`config.mk`:
```
export PLATFORM = sky130hd
export DESIGN_NAME = bcd_countdown_timer
export DESIGN_NICKNAME = d
export VERILOG_FILES = /design/src/rtl/bcd_countdown_timer.sv
export SDC_FILE = /design/constraint.sdc
export NUM_CORES = 1
export LEC_CHECK = 0
export ABC_AREA = 1
export CAP_MARGIN = 15
export CORE_MARGIN = 2
export CORE_UTILIZATION = 53
export DETAILED_ROUTE_END_ITERATION = 12
export GPL_ROUTABILITY_DRIVEN = 0
export GPL_TIMING_DRIVEN = 0
export PLACE_DENSITY_LB_ADDON = 0.12
export SYNTH_ARGS = -nofsm -noshare
export SYNTH_HDL_FRONTEND = slang
export SYNTH_SLANG_ARGS = --single-unit
export TNS_END_PERCENT = 10
```
`constraint.sdc`:
```
create_clock -name clk -period 2.8 [get_ports clk]
set_clock_uncertainty 0.2 [all_clocks]
set_input_delay 0.56 -clock clk [delete_from_list [all_inputs] [get_ports clk]]
set_output_delay 0.56 -clock clk [all_outputs]
set_load 0.05 [all_outputs]
```
`src/rtl/bcd_countdown_timer.sv`:
```
// N-digit BCD countdown timer with an IDLE/RUN/PAUSED/EXPIRED control FSM,
// optional auto-reload on expiry and a registered one-cycle expiry pulse.
module bcd_countdown_timer #(
    parameter int NUM_DIGITS  = 2,
    parameter bit AUTO_RELOAD = 1'b0
) (
    input  logic                    clk,
    input  logic                    rst,
    input  logic                    tick,
    input  logic                    reconfig,
    input  logic [4*NUM_DIGITS-1:0] set_value,
    input  logic                    start,
    input  logic                    pause,
    input  logic                    timer_reset,
    output logic [4*NUM_DIGITS-1:0] digits_out,
    output logic                    running,
    output logic                    expired,
    output logic                    done_pulse,
    output logic                    zero
);

    localparam int W = 4 * NUM_DIGITS;
    localparam logic [W-1:0] ONE = W'(1);

    typedef enum logic [1:0] {IDLE, RUN, PAUSED, EXPIRED} state_t;

    state_t         state_q, state_d;
    logic [W-1:0]   count_q, count_d;
    logic [W-1:0]   reload_q, reload_d;
    logic           pulse_q, pulse_d;

    // Any nibble above 9 is not a legal BCD digit; saturate it to 9.
    function automatic logic [W-1:0] clamp_bcd(input logic [W-1:0] v);
        logic [W-1:0] r;
        r = '0;
        for (int i = 0; i < NUM_DIGITS; i++)
            r[4*i +: 4] = (v[4*i +: 4] > 4'd9) ? 4'd9 : v[4*i +: 4];
        return r;
    endfunction

    function automatic logic [W-1:0] bcd_dec(input logic [W-1:0] v);
        logic [W-1:0] r;
        logic         borrow;
        r      = v;
        borrow = 1'b1;
        for (int i = 0; i < NUM_DIGITS; i++) begin
            if (borrow) begin
                if (v[4*i +: 4] == 4'd0) begin
                    r[4*i +: 4] = 4'd9;
                end else begin
                    r[4*i +: 4] = v[4*i +: 4] - 4'd1;
                    borrow      = 1'b0;
                end
            end
        end
        return r;
    endfunction

    always_comb begin
        // NOTE: every always_comb target gets a default first so no path infers a latch.
        state_d  = state_q;
        count_d  = count_q;
        reload_d = reload_q;
        pulse_d  = 1'b0;
        if (reconfig) begin
            reload_d = clamp_bcd(set_value);
            count_d  = clamp_bcd(set_value);
            state_d  = IDLE;
        end else if (timer_reset) begin
            count_d = reload_q;
            state_d = IDLE;
        end else begin
            case (state_q)
                IDLE: if (start && count_q != '0) state_d = RUN;
                RUN: begin
                    if (pause) begin
                        state_d = PAUSED;
                    end else if (tick) begin
                        if (count_q == ONE) begin
                            pulse_d = 1'b1;
                            if (AUTO_RELOAD && reload_q != '0) begin
                                count_d = reload_q;
                            end else begin
                                count_d = '0;
                                state_d = EXPIRED;
                            end
                        end else begin
                            count_d = bcd_dec(count_q);
                        end
                    end
                end
                PAUSED:  if (start && !pause) state_d = RUN;
                EXPIRED: count_d = '0;
                default: state_d = IDLE;
            endcase
        end
    end

    // NOTE: sequential state uses non-blocking assignments so all registers update together.
    always_ff @(posedge clk) begin
        if (rst) begin
            state_q  <= IDLE;
            count_q  <= '0;
            reload_q <= '0;
            pulse_q  <= 1'b0;
        end else begin
            state_q  <= state_d;
            count_q  <= count_d;
            reload_q <= reload_d;
            pulse_q  <= pulse_d;
        end
    end

    assign digits_out = count_q;
    assign running    = (state_q == RUN);
    assign expired    = (state_q == EXPIRED);
    assign done_pulse = pulse_q;
    assign zero       = (count_q == '0);

endmodule

```
==> results of run 1 <==
-- report_power, final --
| group | internal [uW] | leakage [uW] | switching [uW] | total (uW) |
|---|---|---|---|---|
| Sequential | 287 | 0.000156 | 12.3 | 300 |
| Combinational | 88.4 | 0.000511 | 151 | 240 |
| Clock | 55.2 | 0.0000150 | 79.7 | 135 |
-- per-layer routing --
metal,GRT usage (%),vias up,share of wire [%]
met4,5.56,0,0.63
met2,41.4,22,52
li1,-,628,-
met3,2.86,2,3.1
met1,23.8,565,44
met5,0,-,0
-- final cells by class --
type | instances | area [sq um] | share of cell area [%]
Clock buffer | 4 | 26.3 | 1.72
Buffer | 4 | 35.0 | 2.30
Multi-Input combinational cell | 130 | 706 | 46.2
Tap cell | 28 | 35.0 | 2.30
Sequential cell | 19 | 380 | 24.9
Inverter | 28 | 109 | 7.13
Timing Repair Buffer | 24 | 235 | 15.4
-- through the flow --
stage	cells	power [uW]	setup WS (ns)	utilization (%)
final	237	674	0.244	69.0
after floorplan	181	475	0.272	-
after CTS	237	679	0.0841	69.2
after global routing	237	713	0.186	69.0
after detailed placement	233	547	0.145	68.0
after global placement	233	541	0.145	68.0
-- worst reg2reg max path, stage by stage (launching register included) --
cell	delay [ns]
dfxtp_1	0.32
inv_1	0.16
ha_1	0.23
nand2_2	0.08
nor2_4	0.13
nand2_1	0.12
nand2_2	0.12
clkinv_2	0.09
o21ai_1	0.10
a21oi_1	0.09
-- flip-flops by register name, indices dropped and copies added, names as in the netlist --
signal      flops
reload_q        8
done_pulse      1
state_q         2
digits_out      8
-- cells by family (layout without fill, tap and decap cells) --
| family | count (synthesis) | after routing | share of synthesized area (%) |
|---|---|---|---|
| buffers and inverters | 32 | 60 | 11.7 |
| xor gates and xnor gates | 2 | 2 | 1.42 |
| adders and majority gates | 5 | 5 | 5.09 |
| DFF | 19 | 19 | 30.9 |
| and+or+nand+nor | 90 | 90 | 36.2 |
| AOI/OAI and AO/OA | 33 | 33 | 14.6 |
-- path summary, 6_finish.rpt --
path              slack [ns]  cells past startpoint       endpoint
setup / recovery        0.24                      3        expired
setup reg to reg        1.08                      9  digits_out[3]
hold reg to reg         0.27                      2    reload_q[7]
hold / removal          0.27                      2    reload_q[7]
-- cells in the mapped netlist (2+ instances only) --
cell type	instances
nand3_1	14
o21ai_0	11
nor2_1	23
nor2_2	7
a21oi_1	15
inv_2	6
buf_6	2
o21ai_1	3
nand2_1	31
nand2_2	5
ha_1	5
nand4_1	2
inv_1	20
dfxtp_1	19
nor2_4	3
xor2_1	2
==> results.toml, run 1 <==
[status]
status = "complete, no violations"

[route]
via_count = 1217
vias_per_cell = 5.14
firstDrtPassIters = 4
ant_nets = 0
drtIter0Drc = 32
routedWlPerCell_microns = 11.3
drt_wl_total_microns = 2680
drc = 0

[power_and_ir_drop]
ir_drop_mv = 0.353
power.leakage_uw = 0.000683
power_density_mw_per_mm2 = 442

[timing]
rsz0062_at_grt = "no"
fin_crit_ns = 2.56
worst_pin_slew_ns = 0.494
fin_crit_sh_pct = 91.3
relSlewSlack_pct = 67.0
finalHoldViolCount = 0
setup-tns-final_ns = 0
setup_viol = 0
hold_ws_ns = 0.271
max_clock_freq_mhz = 391
drv_slew = 0

[synthesis]
synth_area_per_cell_sq_um = 6.80
synth_top_area_share_pct = 30.9
synth_nets = 201
syn_inst = 181
synth_edf_count = 0
synth-main-ff-cell = "dfxtp_1"
seq_area_frac_synth_pct = 30.9
synth.distinct_cells = 29
synth_area_leaders = "dfxtp_1 (31%), nand2_1 (9.5%), nor2_1 (7.0%)"
netlist_area_sq_mm = 0.00123
async_reset_ff_share_pct = 0
synth_warnings = 0
synth.largest_area_cell = "dfxtp_1"
ys_ff_latch = 19

[clocking]
cts_tree = "done"
cts-buffers-inserted = 3
cts_resized = 1
cts_hold_buf = 0
ctsLongestPathBuffers = 2
cts_setup_buffers = 0
cts.clk_slew.worst_paths_ns = 0.11
htreeDepth = 1
root_buffer = "clkbuf_4"
clk_latency_ns = 0.28
cts.sinks = 19

[layout]
diodes = 0
mostFrequentLayoutCells = "nand2_1 (31), nor2_1 (23), clkdlybuf4s50_1 (23)"
area_delta_synth_final_pct = 24.1
fin_nets = 230
final_common_cell = "nand2_1"
fin_area_sq_mm = 0.00153
fill_cells = 212
drive_above_1_share_pct = 16.7

[setup_path]
cp-start-kind = "flop"
cp_max_fo = 4
worst-setup-path-type = "flop to output pin"
critical_path_arrival_ns = 1.80
r2r-start = "digits_out[4]"
end_kind = "output pin"
worstPathCellList = "nand2_1, inv_1, clkdlybuf4s50_1"
path_delay_family = "buffers and inverters"
critPathSlowestCell = "clkdlybuf4s50_1"
path_buf_inv = 2
required_ns = 2.04
slowest_delay_ns = 0.82
setup.worst_path.start = "state_q[1]"

[grt]
antenna_found_initial = 0
grt_first_pass_wirelength_microns = 4400
grt_max_degree = 11
grt_use_total_pct = 21.2
grt_pass1_vias = 1106
overflow = 0

[place]
port_buffers = 24
dpl.hpwl_microns = 2160
postPlaceCellArea_sq_mm = 0.00151

[floorplanning]
num_rows = 17
start_util_pct = 55.6
dieArea_sq_mm = 0.00272
fp.dieH_microns = 52.2
io_pins = 27
coreArea_sq_mm = 0.00221
die_x_microns = 52.2

[min_path]
hp-class = "flop to flop"
hold_start = "reload_q[7]"

[job]
max-cap-violations = 0
No activity file was read; power rests on OpenSTA's default activity.
==> run 2: changes to the inputs <==
ABC_AREA = default   (was 1)
CORE_MARGIN = default   (was 2)
CORE_UTILIZATION = 52   (was 53)
==> run 2 against run 1 <==
  * Clock-buffer cell count shrank 1
  * Worst setup slack lost 0.047 ns
  * Critical path depth shrank 1
  * Synthesized cell count shrank 27%
  * Worst hold slack gained 0.012 ns
  * Combinational power shrank 15%
  * Total power shrank 3.8%
  * Highest routed layer unchanged
  * Sequential power grew 1%
  * Flip-flop and latch count is the same
  * Die area shrank 13%
  * Largest power group unchanged
==> results.toml, run 2 <==
[synthesis]
synth_edf_count = 0
seq_area_frac_synth_pct = 33.7
ys_ff_latch = 19
synth_area_leaders = "dfxtp_1 (34%), ha_1 (5.5%), a21oi_1 (5.3%)"
synth_top_area_share_pct = 33.7
syn_inst = 133
synth.distinct_cells = 42
synth.largest_area_cell = "dfxtp_1"
synth-main-ff-cell = "dfxtp_1"
synth_most_common_cell = "dfxtp_1"
async_reset_ff_share_pct = 0
synth_nets = 153
synthMuxAreaShare_pct = 1.77
yosys.area_share.simple_pct = 28.6
synth_warnings = 0
synth_xor_area_share_pct = 0
synth_top_family_by_area = "simple AND/OR/NAND/NOR gates"
synth_area_per_cell_sq_um = 8.49
synthAdderAreaFrac_pct = 5.54
synth-compound-area-share_pct = 27.4
synthTopCellsByCount = "dfxtp_1 (19), a21oi_1 (12), nor2_1 (11)"
netlist_area_sq_mm = 0.00113

[timing]
rsz0062_at_grt = "no"
hold_ws_ns = 0.283
setup_ws_ns = 0.197
setup-tns-final_ns = 0
finalHoldViolCount = 0
drv_slew = 0
relSlewSlack_pct = 66.9
worst_pin_slew_ns = 0.496
fin_crit_sh_pct = 93.0
setup_viol = 0
fin_crit_ns = 2.60
max_clock_freq_mhz = 384

[clocking]
htreeDepth = 1
cts.clk_slew.worst_paths_ns = 0.11
cts.sinks = 19
root_buffer = "clkbuf_4"
ctsLongestPathBuffers = 2
cts_hold_buf = 0
cts_tree = "done"
cts-buffers-inserted = 3
cts_setup_buffers = 0
clk_latency_ns = 0.30

[setup_path]
r2r_end = "digits_out[7]"
setup.worst_path.start = "state_q[0]"
worst-setup-path-type = "flop to output pin"
cp_max_fo = 8
critical_path_arrival_ns = 1.84
r2r_slack_ns = 0.68
r2r-start = "digits_out[4]"
cp-start-kind = "flop"
ff2ff_path_depth = 7
end_kind = "output pin"
required_ns = 2.04
crit_end = "running"

[status]
status = "complete, no violations"

[route]
drc = 0
firstDrtPassIters = 4
routedWlPerCell_microns = 12.8
drtIter0Drc = 21
ant_nets = 0
via_count = 1086
drt_wl_total_microns = 2420
vias_per_cell = 5.78

[floorplanning]
die_x_microns = 48.6
coreArea_sq_mm = 0.00200
start_util_pct = 56.4
fp.dieH_microns = 48.6
num_rows = 16
io_pins = 27
dieArea_sq_mm = 0.00236

[grt]
antenna_found_initial = 0
grt_max_degree = 12
grt_use_total_pct = 21.4
grt_first_pass_wirelength_microns = 4000
overflow = 0
grt_pass1_vias = 957

[layout]
diodes = 0
final_common_cell = "clkdlybuf4s50_1"
area_delta_synth_final_pct = 26.2
finalNonFillerCells = 188
fin_nets = 182
drive_above_1_share_pct = 9.94
mostFrequentLayoutCells = "clkdlybuf4s50_1 (23), dfxtp_1 (19), a21oi_1 (12)"

[job]
max-cap-violations = 0

[place]
port_buffers = 24
dp.cells = 184
dpl.hpwl_microns = 1930
dp_slack_ns = 0.0689

[power_and_ir_drop]
power_density_mw_per_mm2 = 455
power.leakage_uw = 0.000519
ir_drop_mv = 0.419

[min_path]
hp-class = "flop to flop"
hold_start = "reload_q[4]"
==> run 2: cell types whose count changed after synthesis, sizes merged, moves of 3 or more <==
| cell | previous run | this run |
|---|---|---|
| a21oi | 15 | 12 |
| buf | 4 | 1 |
| clkbuf | 0 | 3 |
| inv | 27 | 5 |
| nand2 | 38 | 9 |
| nand2b | 0 | 5 |
| nand3 | 14 | 4 |
| nor2 | 33 | 13 |
| nor2b | 0 | 9 |
| o21ai | 15 | 7 |
==> run 2: kinds of logic (layout without fill, tap and decap cells) <==
family | count (synthesis) | after routing
AOI/OAI and AO/OA | 43 | 43
muxes | 2 | 2
buffers and inverters | 9 | 37
DFF | 19 | 19
adders and majority gates | 5 | 5
and+or+nand+nor | 55 | 55
==> run 2: repair_timing <==
item | in CTS | in global routing
pin swaps | 0 | 0
gates resized for setup | 2 | 1
setup endpoints to repair | 1 | 1
hold endpoints to repair | 0 | 0
==> run 2: metal layers <==
layer	up-vias	global-route usage (%)	routed length [microns]
met3	2	5.66	102
li1	545	-	-
met4	0	4.41	7
met2	29	39.4	1220
met1	510	24.6	1080
met5	-	0	0
==> run 2: worst min-delay path by stage <==
| stage | to | slack [ns] | depth (start not counted) |
|---|---|---|---|
| floorplan | reload_q[0] | 0.25 | 2 |
| global placement | reload_q[0] | 0.26 | 2 |
| detailed placement | reload_q[5] | 0.27 | 2 |
| CTS | reload_q[5] | 0.29 | 2 |
| global route | reload_q[5] | 0.30 | 2 |
| finish | reload_q[4] | 0.28 | 2 |
==> run 2: critical path, cell delays in order (launching register included) <==
cell and delay, ns:
dfxtp_1 0.44, nor2b_1 0.26, clkdlybuf4s50_1 0.84
==> run 2: layout make-up <==
| cell class | instances | area, sq um |
|---|---|---|
| multi-input cells | 105 | 714 |
| fillers | 169 | 576 |
| well taps | 27 | 33.8 |
| plain buffers | 4 | 16.3 |
| clock inverters | 1 | 5.00 |
| flip-flops and latches | 19 | 380 |
| repair buffers | 24 | 235 |
| inverters | 5 | 18.8 |
| clock buffers | 3 | 22.5 |
==> run 2: where the power goes <==
| group | internal [uW] | switching [uW] | leakage (uW) |
|---|---|---|---|
| sequential | 286 | 17.1 | 0.000156 |
| clock | 53.3 | 88.1 | 0.0000177 |
| combinational | 84.0 | 120 | 0.000345 |
| total | 424 | 225 | 0.000519 |
==> run 2: through the flow <==
stage / total power, uW / util, % / cell area (sq um)
2_1_floorplan: 447 / - / 1130
3_3_place_gp: 511 / 70.1 / 1400
3_5_place_dp: 516 / 70.1 / 1400
4_1_cts: 658 / 71.5 / 1430
5_1_grt: 683 / 71.3 / 1430
6_report: 649 / 71.3 / 1430
==> edit 1: new RTL, config.mk and constraints of run 1 <==
The parameter `NUM_DIGITS` goes from 2 to 4.
--- a/src/rtl/bcd_countdown_timer.sv
+++ b/src/rtl/bcd_countdown_timer.sv
@@ -3,3 +3,3 @@
 module bcd_countdown_timer #(
-    parameter int NUM_DIGITS  = 2,
+    parameter int NUM_DIGITS  = 4,
     parameter bit AUTO_RELOAD = 1'b0
Interface: changed (resized digits_out and set_value); port bits go from 27 to 43. No check against the original RTL was run, so the function may have changed too.
==> edit 1 against run 1 <==
  * Critical path depth grew 4
  * Die area grew 59%
  * Synthesized area grew 64%
  * Worst setup slack lost 0.084 ns
  * Routed wire length grew 84%
  * Power grew 100%
  * Final cell count grew 68%
  * Final area grew 70%
  * Sequential cell count grew 16
  * Largest cell class unchanged
  * Largest power group unchanged
==> edit 1: results (changes against run 1) <==
[status]
outcome = finished, final reports clean  ; unchanged

[route]
drt-initial-drc-count = 114  ; was 32
avgViaCountPerCell = 5.20  ; was 5.14
wl_met1_mm = 2.30  ; was 1.18 mm

[cells_and_area]
n_all_buffers = 49  ; was 28
multi_input_area_share = 0.430  ; was 0.462
inv_count = 44  ; was 28
seq_share = 0.269  ; was 0.249
fin_nets = 379  ; was 230
layout-drive-gt1-share = 0.0912  ; was 0.167

[worst_setup_path]
r2r_slack_ns = 0.81  ; was 1.08 ns
cp_max_fo = 5  ; was 4
slowest_stage = dfxtp_1  ; was clkdlybuf4s50_1
cpPeakStageDelay_ns = 0.35  ; was 0.82 ns
r2r-start = digits_out[12]  ; was digits_out[4]
crit_family = simple AND/OR/NAND/NOR gates  ; was buffers and inverters
cp-endpoint = zero  ; was expired
reg2regPathDepth = 12  ; was 9

[power_and_ir_drop]
p_leak_uw = 0.00115  ; was 0.000683 uW
combPwrFrac = 0.293  ; was 0.356

[clock_network]
htree_num_levels = 2  ; was 1
cts_made_buffers = 5  ; was 3
clkSlewWorstSetupHoldPaths_ns = 0.08  ; was 0.11 ns
cts_root_buf = clkbuf_8  ; was clkbuf_4

[global_routing]
grtUsageMet3 = 0.0599  ; was 0.0286
grt_pass1_wl_mm = 8.38  ; was 4.40 mm
grt_pass1_vias = 1954  ; was 1106
grtUsageTotal = 0.251  ; was 0.212
use_met1 = 0.325  ; was 0.238
grt_max_degree = 12  ; was 11
met2_usage = 0.415  ; was 0.414

[logic_synthesis]
synth_fp_nets = 330  ; was 201
synth_xor_area_frac = 0.0174  ; was 0.0142
synth_area_leaders = dfxtp_1 35%, nand2_1 11%, inv_1 7.1%, o21ai_0 6.7%, a21oi_1 6.4%  ; was dfxtp_1 31%, nand2_1 9.5%, nor2_1 7.0%, a21oi_1 6.1%, inv_1 6.1%
ys_top_cells_by_count = 61 x nand2_1, 38 x inv_1, 35 x dfxtp_1, 34 x nor2_1, 27 x o21ai_0  ; was 31 x nand2_1, 23 x nor2_1, 20 x inv_1, 19 x dfxtp_1, 15 x a21oi_1
synthAdderAreaFrac = 0.0372  ; was 0.0509

[hold_path]
hold_path.startpoint = reload_q[2]  ; was reload_q[7]
hold_end = reload_q[2]  ; was reload_q[7]

[placement]
port_buffers = 42  ; was 24

[sta]
tightest_slew_ns = 0.528  ; was 0.494 ns

-- edit 1: cell count changes after synthesis, moves of 4 or more --
cell / run 1 / this run
o211ai_1: 0 / 4
dfxtp_1: 19 / 35
nor2_1: 23 / 34
nand3_1: 14 / 25
o21ai_0: 11 / 27
a21oi_1: 15 / 26
a31oi_1: 0 / 4
nor2_2: 7 / 2
nand2_1: 31 / 61
inv_1: 20 / 38
-- edit 1: cell families after synthesis --
group,after synthesis
and+or+nand+nor,138
AOI/OAI and AO/OA,67
buffers and inverters,51
DFF,35
adders and majority gates,6
xor gates and xnor gates,4
-- edit 1: metrics by stage --
stage / worst slack [ns] / total power [uW] / cells / cell area, um2
4_1_cts: 0.0545 / 1380 / 399 / 2610
3_3_place_gp: -0.0457 / 963 / 391 / 2500
5_1_grt: 0.0801 / 1450 / 399 / 2600
2_1_floorplan: 0.209 / 844 / 301 / 2020
6_report: 0.160 / 1380 / 399 / 2600
3_5_place_dp: -0.0567 / 969 / 391 / 2500
==> edit 2: new RTL, flow settings as in run 1 <==
Made on the original files. Make the reset (`rst`) asynchronous in one clocked block.
--- a/src/rtl/bcd_countdown_timer.sv
+++ b/src/rtl/bcd_countdown_timer.sv
@@ -99,3 +99,3 @@
     // NOTE: sequential state uses non-blocking assignments so all registers update together.
-    always_ff @(posedge clk) begin
+    always_ff @(posedge clk or posedge rst) begin
         if (rst) begin
Function: differs if rst is asserted again (counterexample within 4 cycles, from zero or initial values and one cycle with rst high); with rst held inactive, the same outputs for 10 cycles.
==> edit 2 against run 1 <==
  * Final area rose by 4.1%
  * Power rose by 29%
  * Routed wire length fell by 2.0%
  * Clock power rose by 7%
  * Worst setup slack got worse by 0.12 ns
  * Critical path depth did not move
  * Synthesized area rose by 4.3%
  * Sequential cell count did not move
  * Combinational power rose by 62%
  * Global-route usage rose by 1.4 points
  * Utilization rose by 1.5 points
==> edit 2: results (changes against run 1) <==
[logic_synthesis]
ys_top_cells_by_count = 41 x nand2_1, 30 x inv_1, 19 x dfrtp_1, 10 x nand3_1, 10 x nor2_1  ; was 31 x nand2_1, 23 x nor2_1, 20 x inv_1, 19 x dfxtp_1, 15 x a21oi_1
synth.yosys.seq_area_share = 0.371  ; was 0.309
synth_async_sr_flop_share = 1.00  ; was 0
synth_cell_type_count = 30  ; was 29
syn_avg_cell_area_um2 = 7.63  ; was 6.80 um2
synth_area_leaders = dfrtp_1 37%, nand2_1 12%, ha_1 8.8%, inv_1 8.8%, nand3_1 3.9%  ; was dfxtp_1 31%, nand2_1 9.5%, nor2_1 7.0%, a21oi_1 6.1%, inv_1 6.1%
synth_fp_nets = 192  ; was 201
yosys.cell_count.top_type = nand2_1  ; unchanged
yosysWarnings = 0  ; unchanged
synth-main-ff-cell = dfrtp_1  ; was dfxtp_1

[worst_setup_path]
reg2regPathDepth = 9  ; unchanged
slowest_stage = clkdlybuf4s50_1  ; unchanged
r2r_slack_ns = 0.88  ; was 1.08 ns
crit_family = buffers and inverters  ; unchanged
worstPathArrival_ns = 1.92  ; was 1.80 ns
r2r_end = state_q[0]  ; was digits_out[3]
r2r-start = digits_out[4]  ; unchanged
cp_max_fo = 4  ; unchanged
cpPeakStageDelay_ns = 0.84  ; was 0.82 ns

[hold_path]
hold_end = reload_q[5]  ; was reload_q[7]
hold_path.startpoint = reload_q[5]  ; was reload_q[7]
hold_depth = 2  ; unchanged
hold_class = reg -> reg  ; unchanged

[clock_network]
htree_num_levels = 1  ; unchanged
post_cts_buffers = 0  ; unchanged
cts_root_buf = clkbuf_4  ; unchanged
clkSlewWorstSetupHoldPaths_ns = 0.11  ; about the same
clockBufferDepth = 2  ; unchanged
cts_made_buffers = 3  ; unchanged
clock_latency_ns = 0.31  ; was 0.28 ns

[sta]
hold-worst-slack_ns = 0.279  ; was 0.271 ns
tightest_slew_ns = 0.758  ; was 0.494 ns

[cells_and_area]
n_antenna_cell = 0  ; unchanged
nFillCells = 201  ; was 212
layout-drive-gt1-share = 0.0964  ; was 0.167
fin_nets = 222  ; was 230

[route]
drt-initial-drc-count = 32  ; unchanged
drtPass1Iterations = 4  ; unchanged
routed_wirelength_mm = 2.63  ; was 2.68 mm
avgViaCountPerCell = 5.12  ; was 5.14
dr_total_vias = 1153  ; was 1217

[placement]
port_buffers = 25  ; was 24
place_hpwl_mm = 2.07  ; was 2.16 mm
dpl_cell_area_um2 = 1570  ; was 1510 um2
pre_cts_slack_ns = 0.130  ; was 0.145 ns

[global_routing]
grt_max_degree = 20  ; was 11
grt_pass1_vias = 1120  ; was 1106
grt_pass1_wl_mm = 4.50  ; was 4.40 mm
antenna_found_initial = 0  ; unchanged
grtUsageTotal = 0.226  ; was 0.212

[power_and_ir_drop]
p_leak_uw = 0.000838  ; was 0.000683 uW
peakVddDrop_mv = 0.470  ; was 0.353 mV

[status]
outcome = finished, final reports clean  ; unchanged

[edit 2: changes by cell type after synthesis, sizes merged, moves of 2 or more]
cell	change
o21bai	+2
dfrtp	+19
o31ai	+2
inv	+5
nor2	-21
nor3	+4
buf	-2
a22oi	+3
nand3	-4
ha	+4
a21oi	-10
dfxtp	-19
nand2	+6
[edit 2: cell type report]
| type | instances | area (um2) | share of cell area |
|---|---|---|---|
| inverters | 32 | 120 | 0.0756 |
| clock buffers | 4 | 26.3 | 0.0165 |
| multi-input cells | 115 | 671 | 0.422 |
| plain buffers | 2 | 16.3 | 0.0102 |
| repair buffers | 25 | 245 | 0.154 |
| flip-flops and latches | 19 | 475 | 0.299 |
| well taps | 28 | 35.0 | 0.0220 |
[edit 2: repair_timing]
item | in CTS | in global routing
endpoints found under the setup margin | 1 | 1
pin swaps | 0 | 0
resized for setup | 1 | 2
[edit 2: layer usage]
layer	global-route usage	routed length, um
met5	0	0
met4	0.141	57
met3	0.0452	135
met2	0.365	1220
met1	0.273	1210
[edit 2: cells by family (layout without fill, tap and decap cells)]
logic type,count (synthesis),count (layout),share of synthesized area
compound gates,28,28,0.144
simple gates,76,76,0.277
flops,19,19,0.371
fa+ha+maj,9,9,0.0878
buf+inv,34,63,0.106
xor+xnor,2,2,0.0137
[edit 2: worst max-delay path by stage]
stage | from | endpoint | slack [ns]
3_5_place_dp | digits_out[0] | zero | 0.13
6_report | state_q[1] | running | 0.12
3_3_place_gp | digits_out[4] | zero | 0.15
5_1_grt | state_q[1] | running | 0.05
2_1_floorplan | digits_out[0] | zero | 0.52
4_1_cts | digits_out[0] | zero | 0.05
[edit 2: where the power goes]
group	switching, uW	internal (uW)
clock	89.3	55.8
combinational	253	137
sequential	25.7	310
total	368	503
